--- src/rtl/ex_muldiv_unit.sv ---
// ex_muldiv_unit: iterative radix-2 multiply / restoring divide for the EX stage.
// Stalls the pipeline while running, then reports a 2*WIDTH result on HI/LO
// for one completion cycle; results hold until the next completion.
module ex_muldiv_unit #(
    parameter int WIDTH = 32
) (
    input  logic             clk,
    input  logic             rst,
    input  logic             i_start,
    input  logic [1:0]       i_op,
    input  logic [WIDTH-1:0] i_a,
    input  logic [WIDTH-1:0] i_b,
    input  logic             i_flush,
    output logic             o_busy,
    output logic             o_done,
    output logic [WIDTH-1:0] o_hi,
    output logic [WIDTH-1:0] o_lo,
    output logic             o_div_by_zero
);

    localparam int CW = $clog2(WIDTH + 1);
    localparam logic [CW-1:0] COUNT_ONE  = CW'(1);
    localparam logic [CW-1:0] COUNT_LOAD = CW'(WIDTH);

    typedef enum logic [1:0] {
        IDLE = 2'd0,
        RUN  = 2'd1,
        DONE = 2'd2
    } state_t;

    state_t          state_q, state_d;
    logic [CW-1:0]   count_q, count_d;
    logic [1:0]      op_q, op_d;
    logic            neg_res_q, neg_res_d;
    logic            neg_rem_q, neg_rem_d;
    logic            b_zero_q, b_zero_d;
    logic [WIDTH-1:0] acc_q, acc_d;
    logic [WIDTH-1:0] lo_q, lo_d;
    logic [WIDTH-1:0] opnd_q, opnd_d;
    logic [WIDTH-1:0] hi_out_q, hi_out_d;
    logic [WIDTH-1:0] lo_out_q, lo_out_d;
    logic            done_q, done_d;
    logic            dbz_q, dbz_d;

    // Datapath signals shared by the next-state logic
    logic             a_neg, b_neg;
    logic [WIDTH-1:0] a_mag, b_mag;
    logic [WIDTH:0]   mul_sum;
    logic [WIDTH:0]   div_trial;
    logic [WIDTH:0]   div_diff;
    logic             div_ok;
    logic [WIDTH-1:0] step_acc, step_lo;
    logic [2*WIDTH-1:0] prod, prod_fix;
    logic [WIDTH-1:0] quot_fix, rem_fix;

    // Operand magnitudes, one iteration step and the sign-corrected final result
    always_comb begin
        a_neg     = i_op[0] & i_a[WIDTH-1];
        b_neg     = i_op[0] & i_b[WIDTH-1];
        a_mag     = a_neg ? -i_a : i_a;
        b_mag     = b_neg ? -i_b : i_b;

        mul_sum   = {1'b0, acc_q} + {1'b0, (lo_q[0] ? opnd_q : {WIDTH{1'b0}})};

        div_trial = {acc_q, lo_q[WIDTH-1]};
        div_diff  = div_trial - {1'b0, opnd_q};
        div_ok    = ~div_diff[WIDTH];

        if (op_q[1]) begin
            step_acc = div_ok ? div_diff[WIDTH-1:0] : div_trial[WIDTH-1:0];
            step_lo  = {lo_q[WIDTH-2:0], div_ok};
        end else begin
            step_acc = mul_sum[WIDTH:1];
            step_lo  = {mul_sum[0], lo_q[WIDTH-1:1]};
        end

        prod      = {step_acc, step_lo};
        prod_fix  = neg_res_q ? -prod : prod;
        quot_fix  = b_zero_q ? {WIDTH{1'b1}} : (neg_res_q ? -step_lo : step_lo);
        rem_fix   = neg_rem_q ? -step_acc : step_acc;
    end

    // Next-state logic for the IDLE -> RUN -> DONE sequencer and its datapath registers
    always_comb begin
        state_d   = state_q;
        count_d   = count_q;
        op_d      = op_q;
        neg_res_d = neg_res_q;
        neg_rem_d = neg_rem_q;
        b_zero_d  = b_zero_q;
        acc_d     = acc_q;
        lo_d      = lo_q;
        opnd_d    = opnd_q;
        hi_out_d  = hi_out_q;
        lo_out_d  = lo_out_q;
        dbz_d     = dbz_q;
        done_d    = 1'b0;

        case (state_q)
            IDLE: begin
                if (i_start && !i_flush) begin
                    state_d   = RUN;
                    count_d   = COUNT_LOAD;
                    op_d      = i_op;
                    neg_res_d = a_neg ^ b_neg;
                    neg_rem_d = a_neg;
                    b_zero_d  = (i_b == {WIDTH{1'b0}});
                    acc_d     = {WIDTH{1'b0}};
                    lo_d      = i_op[1] ? a_mag : b_mag;
                    opnd_d    = i_op[1] ? b_mag : a_mag;
                end
            end
            RUN: begin
                if (i_flush) begin
                    state_d = IDLE;
                end else begin
                    acc_d   = step_acc;
                    lo_d    = step_lo;
                    count_d = count_q - COUNT_ONE;
                    if (count_q == COUNT_ONE) begin
                        state_d  = DONE;
                        done_d   = 1'b1;
                        hi_out_d = op_q[1] ? rem_fix  : prod_fix[2*WIDTH-1:WIDTH];
                        lo_out_d = op_q[1] ? quot_fix : prod_fix[WIDTH-1:0];
                        dbz_d    = op_q[1] & b_zero_q;
                    end
                end
            end
            DONE: begin
                state_d = IDLE;
            end
            default: begin
                state_d = IDLE;
            end
        endcase
    end

    // State and output registers with synchronous reset
    always_ff @(posedge clk) begin
        if (rst) begin
            state_q   <= IDLE;
            count_q   <= '0;
            op_q      <= '0;
            neg_res_q <= 1'b0;
            neg_rem_q <= 1'b0;
            b_zero_q  <= 1'b0;
            acc_q     <= '0;
            lo_q      <= '0;
            opnd_q    <= '0;
            hi_out_q  <= '0;
            lo_out_q  <= '0;
            done_q    <= 1'b0;
            dbz_q     <= 1'b0;
        end else begin
            state_q   <= state_d;
            count_q   <= count_d;
            op_q      <= op_d;
            neg_res_q <= neg_res_d;
            neg_rem_q <= neg_rem_d;
            b_zero_q  <= b_zero_d;
            acc_q     <= acc_d;
            lo_q      <= lo_d;
            opnd_q    <= opnd_d;
            hi_out_q  <= hi_out_d;
            lo_out_q  <= lo_out_d;
            done_q    <= done_d;
            dbz_q     <= dbz_d;
        end
    end

    // The stall is raised in the accept cycle itself so ID/EX holds from that cycle
    assign o_busy        = (state_q == RUN) ||
                           ((state_q == IDLE) && i_start && !i_flush && !rst);
    assign o_done        = done_q;
    assign o_hi          = hi_out_q;
    assign o_lo          = lo_out_q;
    assign o_div_by_zero = dbz_q;

endmodule

--- config.mk ---
export PLATFORM = sky130hd
export DESIGN_NAME = ex_muldiv_unit
export DESIGN_NICKNAME = d
export VERILOG_FILES = /design/src/rtl/ex_muldiv_unit.sv
export SDC_FILE = /design/constraint.sdc
export NUM_CORES = 1
export LEC_CHECK = 0
export ABC_AREA = 0
export CAP_MARGIN = 10
export CELL_PAD_IN_SITES_DETAIL_PLACEMENT = 1
export CELL_PAD_IN_SITES_GLOBAL_PLACEMENT = 2
export CORE_UTILIZATION = 25
export CTS_CLUSTER_DIAMETER = 50
export CTS_CLUSTER_SIZE = 10
export DETAILED_ROUTE_END_ITERATION = 10
export GPL_TIMING_DRIVEN = 0
export MAX_ROUTING_LAYER = met4
export PLACE_DENSITY_LB_ADDON = 0.15
export SLEW_MARGIN = 10
export SYNTH_ARGS = -nofsm -noshare
export SYNTH_HDL_FRONTEND = slang
export SYNTH_SLANG_ARGS = --single-unit
--- constraint.sdc ---
create_clock -name clk -period 8 [get_ports clk]
set_input_delay 1.2 -clock clk [delete_from_list [all_inputs] [get_ports clk]]
set_output_delay 1.2 -clock clk [all_outputs]
set_load 0.005 [all_outputs]
# ---- After elaboration in Yosys (flattened, before gate mapping)
# Cells that the tools add are included.
dict set report word_totals {
  regBits 175
  input_bits 70
  output_inout_bits 67
  elab_cells 76
}
dict set report op_classes {
  n_addsub 8
  eq_ne 5
  n_mux 28
  n_bitwise 7
  n_reduce_logical 15
}
# op count
set op_table {}
lappend op_table {{$mux 32} 17}
lappend op_table {{$neg 32->32} 4}
lappend op_table {{$pmux 32 s2} 2}
lappend op_table {{$mux 64} 1}
lappend op_table {{$neg 64->64} 1}
lappend op_table {{$add 32x32->33} 1}
lappend op_table {{$sub 33x32->33} 1}
lappend op_table {{$logic_not 32->1} 1}
lappend op_table {{$mux 6} 2}
lappend op_table {{$pmux 6 s2} 1}
lappend op_table {{$eq 6x1->1 const B} 1}
lappend op_table {{$mux 2} 3}
lappend op_table {{$reduce_and 3->1} 2}
lappend op_table {{$sub 6x1->6 const B} 1}
lappend op_table {{$logic_and 1x1->1} 4}
lappend op_table {{$ne 2x2->1 const B} 2}
lappend op_table {{$pmux 2 s2} 1}
lappend op_table {{$reduce_and 2->1} 2}
lappend op_table {{$and 1x1->1} 3}
lappend op_table {{$ne 3x3->1 const B} 1}
lappend op_table {{$not 1->1} 3}
lappend op_table {{$reduce_or 3->1} 1}
lappend op_table {{$eq 2x1->1 const B} 1}
lappend op_table {{$logic_not 1->1} 2}
lappend op_table {{other kinds (5)} 5}

# ---- Depth between registers and ports, before layout
# Gate-level depths: netlist of run 1.
dict set report depth {
  word_depth 7
  ltp_mapped 23
  depth_no_buf 22
}

# ---- Worst setup path before layout of run 1
# OpenSTA, ideal clock, no wires.
dict set report synth_path {
  path_kind {flip-flop to flip-flop}
  startpoint {register lo_q[31]}
  endpoint {register hi_out_q[28] (netlist: o_hi[28])}
  setup_time_ps 122
  arrival_ps 5088
  t_required_ps 7878
  slack_ps 2790
  path_stages_with_launch 23
  n_path_buf 0
  period_less_slack_ps 5210
  cell_sequence {dfxtp_1 inv_1 ha_1 inv_1 fa_1 a211oi_2 o211ai_1 a21o_1 o211a_1 nor3_2 nor3_2 a21oi_1 ha_1 o21ai_1 or3_1 or4_4 or3_4 nor2_1 nor2_1 or3_4 nor4_4 nor4_1 a311o_1}
}
dict set report synth_via {
  elab_chain_len 6
  word_cells_on_any_way 10
  cone_classes {3 x add/sub; 6 x mux; 1 x bitwise}
}
# item line_no
set synth_lines {}
lappend synth_lines {{start: declaration} 38} ;# logic [WIDTH-1:0] lo_q, lo_d;
lappend synth_lines {{start signal: assignment} 162} ;# lo_q <= lo_d;
lappend synth_lines {{$sub 33x32->33} 66} ;# div_diff = div_trial - {1'b0, opnd_q};
lappend synth_lines {{$mux 32 or $not 1->1 (tied branches)} {70, 67}}
lappend synth_lines {{$mux 32} 69} ;# if (op_q[1]) begin
lappend synth_lines {{$neg 64->64 or $neg 32->32 (tied branches)} {78, 80}}
lappend synth_lines {{$mux 64 or $mux 32 (tied branches)} {78, 80}}
lappend synth_lines {{$mux 32 (*)} 123} ;# hi_out_d = op_q[1] ? rem_fix : prod_fix[2*WIDTH-1:WIDTH];
lappend synth_lines {{end signal: assignment} 164} ;# hi_out_q <= hi_out_d;
lappend synth_lines {{end: declaration} 40} ;# logic [WIDTH-1:0] hi_out_q, hi_out_d;
# Every way passes the cells marked *; elsewhere a longest branch is shown, timed or not.
# A chain may end at the register's enable or synchronous reset.

# ---- Final worst setup path of run 1
# Ends and elaborated chain as after synthesis.

==> impl_metrics.yaml, run 1 <==
detailed_routing:
  ant_nets: 0
  post-route-drc-count: 0
  via_per_inst: 5.49
  drtIter0Drc: 889
  routedWlPerCell_um: 24.5
  route.final.wire_length_um: 74600
  via_count: 16700
  first_pass_iters: 5
yosys:
  synth_top_area_frac: 0.230
  post_synth.cell_area_avg_um2: 7.22
  synth_seq_cells: 174
  yosysSeqAreaShare: 0.230
  netlist_top_cells_area: "dfxtp_1, a21oi_1, nor2_1, ha_1, xnor2_1"
  synth_ff_type: "dfxtp_1"
  synth_top_area_cell: "dfxtp_1"
  yosysMostFrequentCell: "nor2_1"
  synth_cell_types: 96
  synth_compound_area_frac: 0.292
  synth-edff-count: 0
  syn-num-nets: 2240
  synth_cells: 2098
  synth_common_cells: "nor2_1, a21oi_1, nand2_1, dfxtp_1, o21ai_0"
  yosys.area_share.adder: 0.0605
  synth_top_family_by_area: "compound AO/OA/AOI/OAI gates"
  yosysWarnings: 0
  yosys.area_share.simple: 0.246
  synthXorXnorAreaFrac: 0.0816
  synthMuxAreaShare: 0.0376
  syn_area_mm2: 0.0151
  synthArstFlopShare: 0
timing:
  worst_clock_skew_ps: 17.5
  setup_violations: 0
  period_share: 0.881
  rsz0062_at_grt: "false"
  tns_ps: 0
  drv_slew: 0
  setup_slack_ps: 948
  fin_crit_ps: 7050
  worst_pin_slew_ps: 1070
  hold_viol: 0
  slew_headroom: 0.284
  fmax_mhz: 142
  timing.hold.ws_ps: 473
cts:
  post_cts_buffers: 0
  htreeDepth: 4
  cts_tree: "built"
  clk_latency_ps: 500
  ctsResizeCount: 0
  cts_hold_buf: 0
  clock-root-buffer: "clkbuf_16"
  cts.clk_slew.worst_paths_ps: 70
  cts.path.max_buffers: 2
  cts_inserted_buffers: 17
  clock-sinks: 174
floorplanning:
  ios: 137
  core_mm2: 0.0595
  fp.dieH_um: 248
  floorplan.initialDensity: 0.255
  dieArea_mm2: 0.0616
  die_w_um: 248
  num_rows: 89
pwr:
  swShare: 0.386
  p_per_area_mw_per_mm2: 147
  peakVddDrop_mv: 0.178
  power_frac_seq: 0.351
  internal-power_mw: 1.63
  clkPwrFrac: 0.339
  power_mw: 2.66
  p_sw_mw: 1.03
  power_frac_comb: 0.310
  p_leak_nw: 6.63
critical_path:
  rr_worst_depth: 22
  crit_path_start: "lo_q[31]$_SDFFE_PP0P_"
  rrSetupSlack_ps: 950
  cp-end-kind: "flip-flop"
  path_cells: "inv_1 > ha_1 > inv_1 > fa_1 > a211oi_2 > o211ai_1 > a21o_1 > o211a_1 > nor3_2 > nor3_2 > a21oi_1 > ha_1 > o21ai_1 > or3_1 > or4_4 > or3_4 > nor2_1 > nor2_1 > or3_4 > nor4_4 > nor4_1 > a311o_1"
  worstSetupStartpointType: "flip-flop"
  worstSetupPathType: "flip-flop to flip-flop"
  reg2reg_from: "lo_q[31]$_SDFFE_PP0P_"
  max_stage_delay_ps: 540
  critPathMaxFanout: 9
  reg2reg_to: "o_hi[28]$_SDFFE_PP0P_"
  worstPathArrival_ps: 7430
  cpMaxStageDelayCell: "nor3_2"
  worst-endpoint-required_ps: 8380
place:
  routabilityCongestion: 0.941
  dp_cells: 3006
  hpwl_um: 62100
  io_buffers: 134
  place_ws_ps: 1070
final_layout:
  fin_nets: 2394
  area_growth_pct: 19.4
  stdcell_count: 3040
  drive_above_1_share: 0.0442
min_path:
  min_from: "o_hi[7]$_SDFFE_PP0P_"
  worstHoldEndpoint: "o_hi[7]$_SDFFE_PP0P_"
  hold_path_class: "flip-flop to flip-flop"
  worstHoldPathCells: 2
grt:
  grt_max_degree: 19
  grt-ovfl-total: 0
  grt_pass1_vias: 17000
  grt_pass1_wl_um: 110000
  antenna_found_initial: 0
  grt_usage: 0.249
run:
  maxCapViolations: 0
run_status:
  outcome: "finished clean"
-- state kept, by name (all words and copies together) (netlist names), 2 cells and up --
register,count
acc_q,32
count_q,6
lo_q,32
o_hi,32
o_lo,32
opnd_q,32
state_q,2
-- power groups by stage --
stage | logic [mW] | registers, mW | clock network (mW)
after floorplan | 0.502 | 0.933 | 0
after global routing | 0.890 | 0.936 | 0.956
after detailed placement | 0.824 | 0.953 | 0
after CTS | 0.828 | 0.933 | 0.926
final | 0.826 | 0.933 | 0.902
after global placement | 0.817 | 0.952 | 0
-- through the flow --
step | util | cell area, um2
floorplan | - | 15100
global route | 0.304 | 18100
detailed placement | 0.294 | 17500
finish | 0.304 | 18100
global placement | 0.293 | 17400
CTS | 0.304 | 18100
-- worst max-delay path by stage --
stage | to | slack (ps) | cells past startpoint
global placement | o_hi[28]$_SDFFE_PP0P_ | 1110 | 22
CTS | o_hi[28]$_SDFFE_PP0P_ | 1040 | 22
finish | o_hi[28]$_SDFFE_PP0P_ | 950 | 22
floorplan | o_hi[28]$_SDFFE_PP0P_ | 2790 | 22
detailed placement | o_hi[28]$_SDFFE_PP0P_ | 1070 | 22
global route | o_hi[28]$_SDFFE_PP0P_ | 680 | 22
-- metal layers --
metal  global-route usage  routed length (um)  share of wire
met3               0.0239                1860          0.025
met5                    -                   0              0
met1                0.305               33500           0.45
met4               0.0766                1930          0.026
met2                0.431               37400           0.50
-- cell type report --
| class | count | area [um2] |
|---|---|---|
| tap | 773 | 967 |
| fill | 7345 | 41400 |
| sequential | 174 | 3480 |
| antenna | 2 | 5.00 |
| clock inverter | 13 | 169 |
| timing repair buffer | 135 | 1350 |
| buffer | 127 | 527 |
| clock buffer | 19 | 453 |
| inverter | 69 | 262 |
| multi-input combinational | 1728 | 10900 |
-- cells by family (layout without fill, tap and decap cells) --
group                      Yosys count  in the layout
muxes                               56             56
AOI/OAI and AO/OA                  681            681
DFF                                174            174
buffers and inverters              196            363
other                                0              2
xor gates and xnor gates           141            141
adders and majority gates           72             72
and+or+nand+nor                    778            778
-- critical path, delay by kind of cell (launching register included) --
family,cells,cell delay (ps)
AO/OA/AOI/OAI,7,1900
buffers and inverters,2,140
adder cells (fa/ha/maj),3,880
flip-flops,1,390
AND/OR/NAND/NOR,10,3610
-- cells in the final DEF (no fill, tap or decap), drive strengths merged, types with 9 or more instances in the layout --
cell type and n:
nor4 24, o211ai 33, mux2i 49, xnor2 92, clkdlybuf4s50 134, and4 11, or3 21, dfxtp 174
o21a 16, xor2 49, nand2b 13, nor3 89, inv 74, nand3 39, and2 45, ha 70
nor2b 9, o31ai 13, a211oi 72, nand4 20, a21o 21, a22oi 28, buf 33, or4 10
a21oi 209, and3 12, o21ai 153, a31oi 28, nor2 266, clkbuf 114, nand2 191
(Power assumes the default switching activity.)
==> run 2: changes to the inputs <==
Settings changed: SLEW_MARGIN 10 to not set.
==> results of run 2 <==
Same layout as run 1: the final DEF is identical, and so are final timing and power.
==> run 3: changes to the inputs <==
Settings changed: ABC_CLOCK_PERIOD_IN_PS set to 8000.
==> results of run 3 <==
Same layout as run 1: the final DEF is identical, and so are final timing and power.
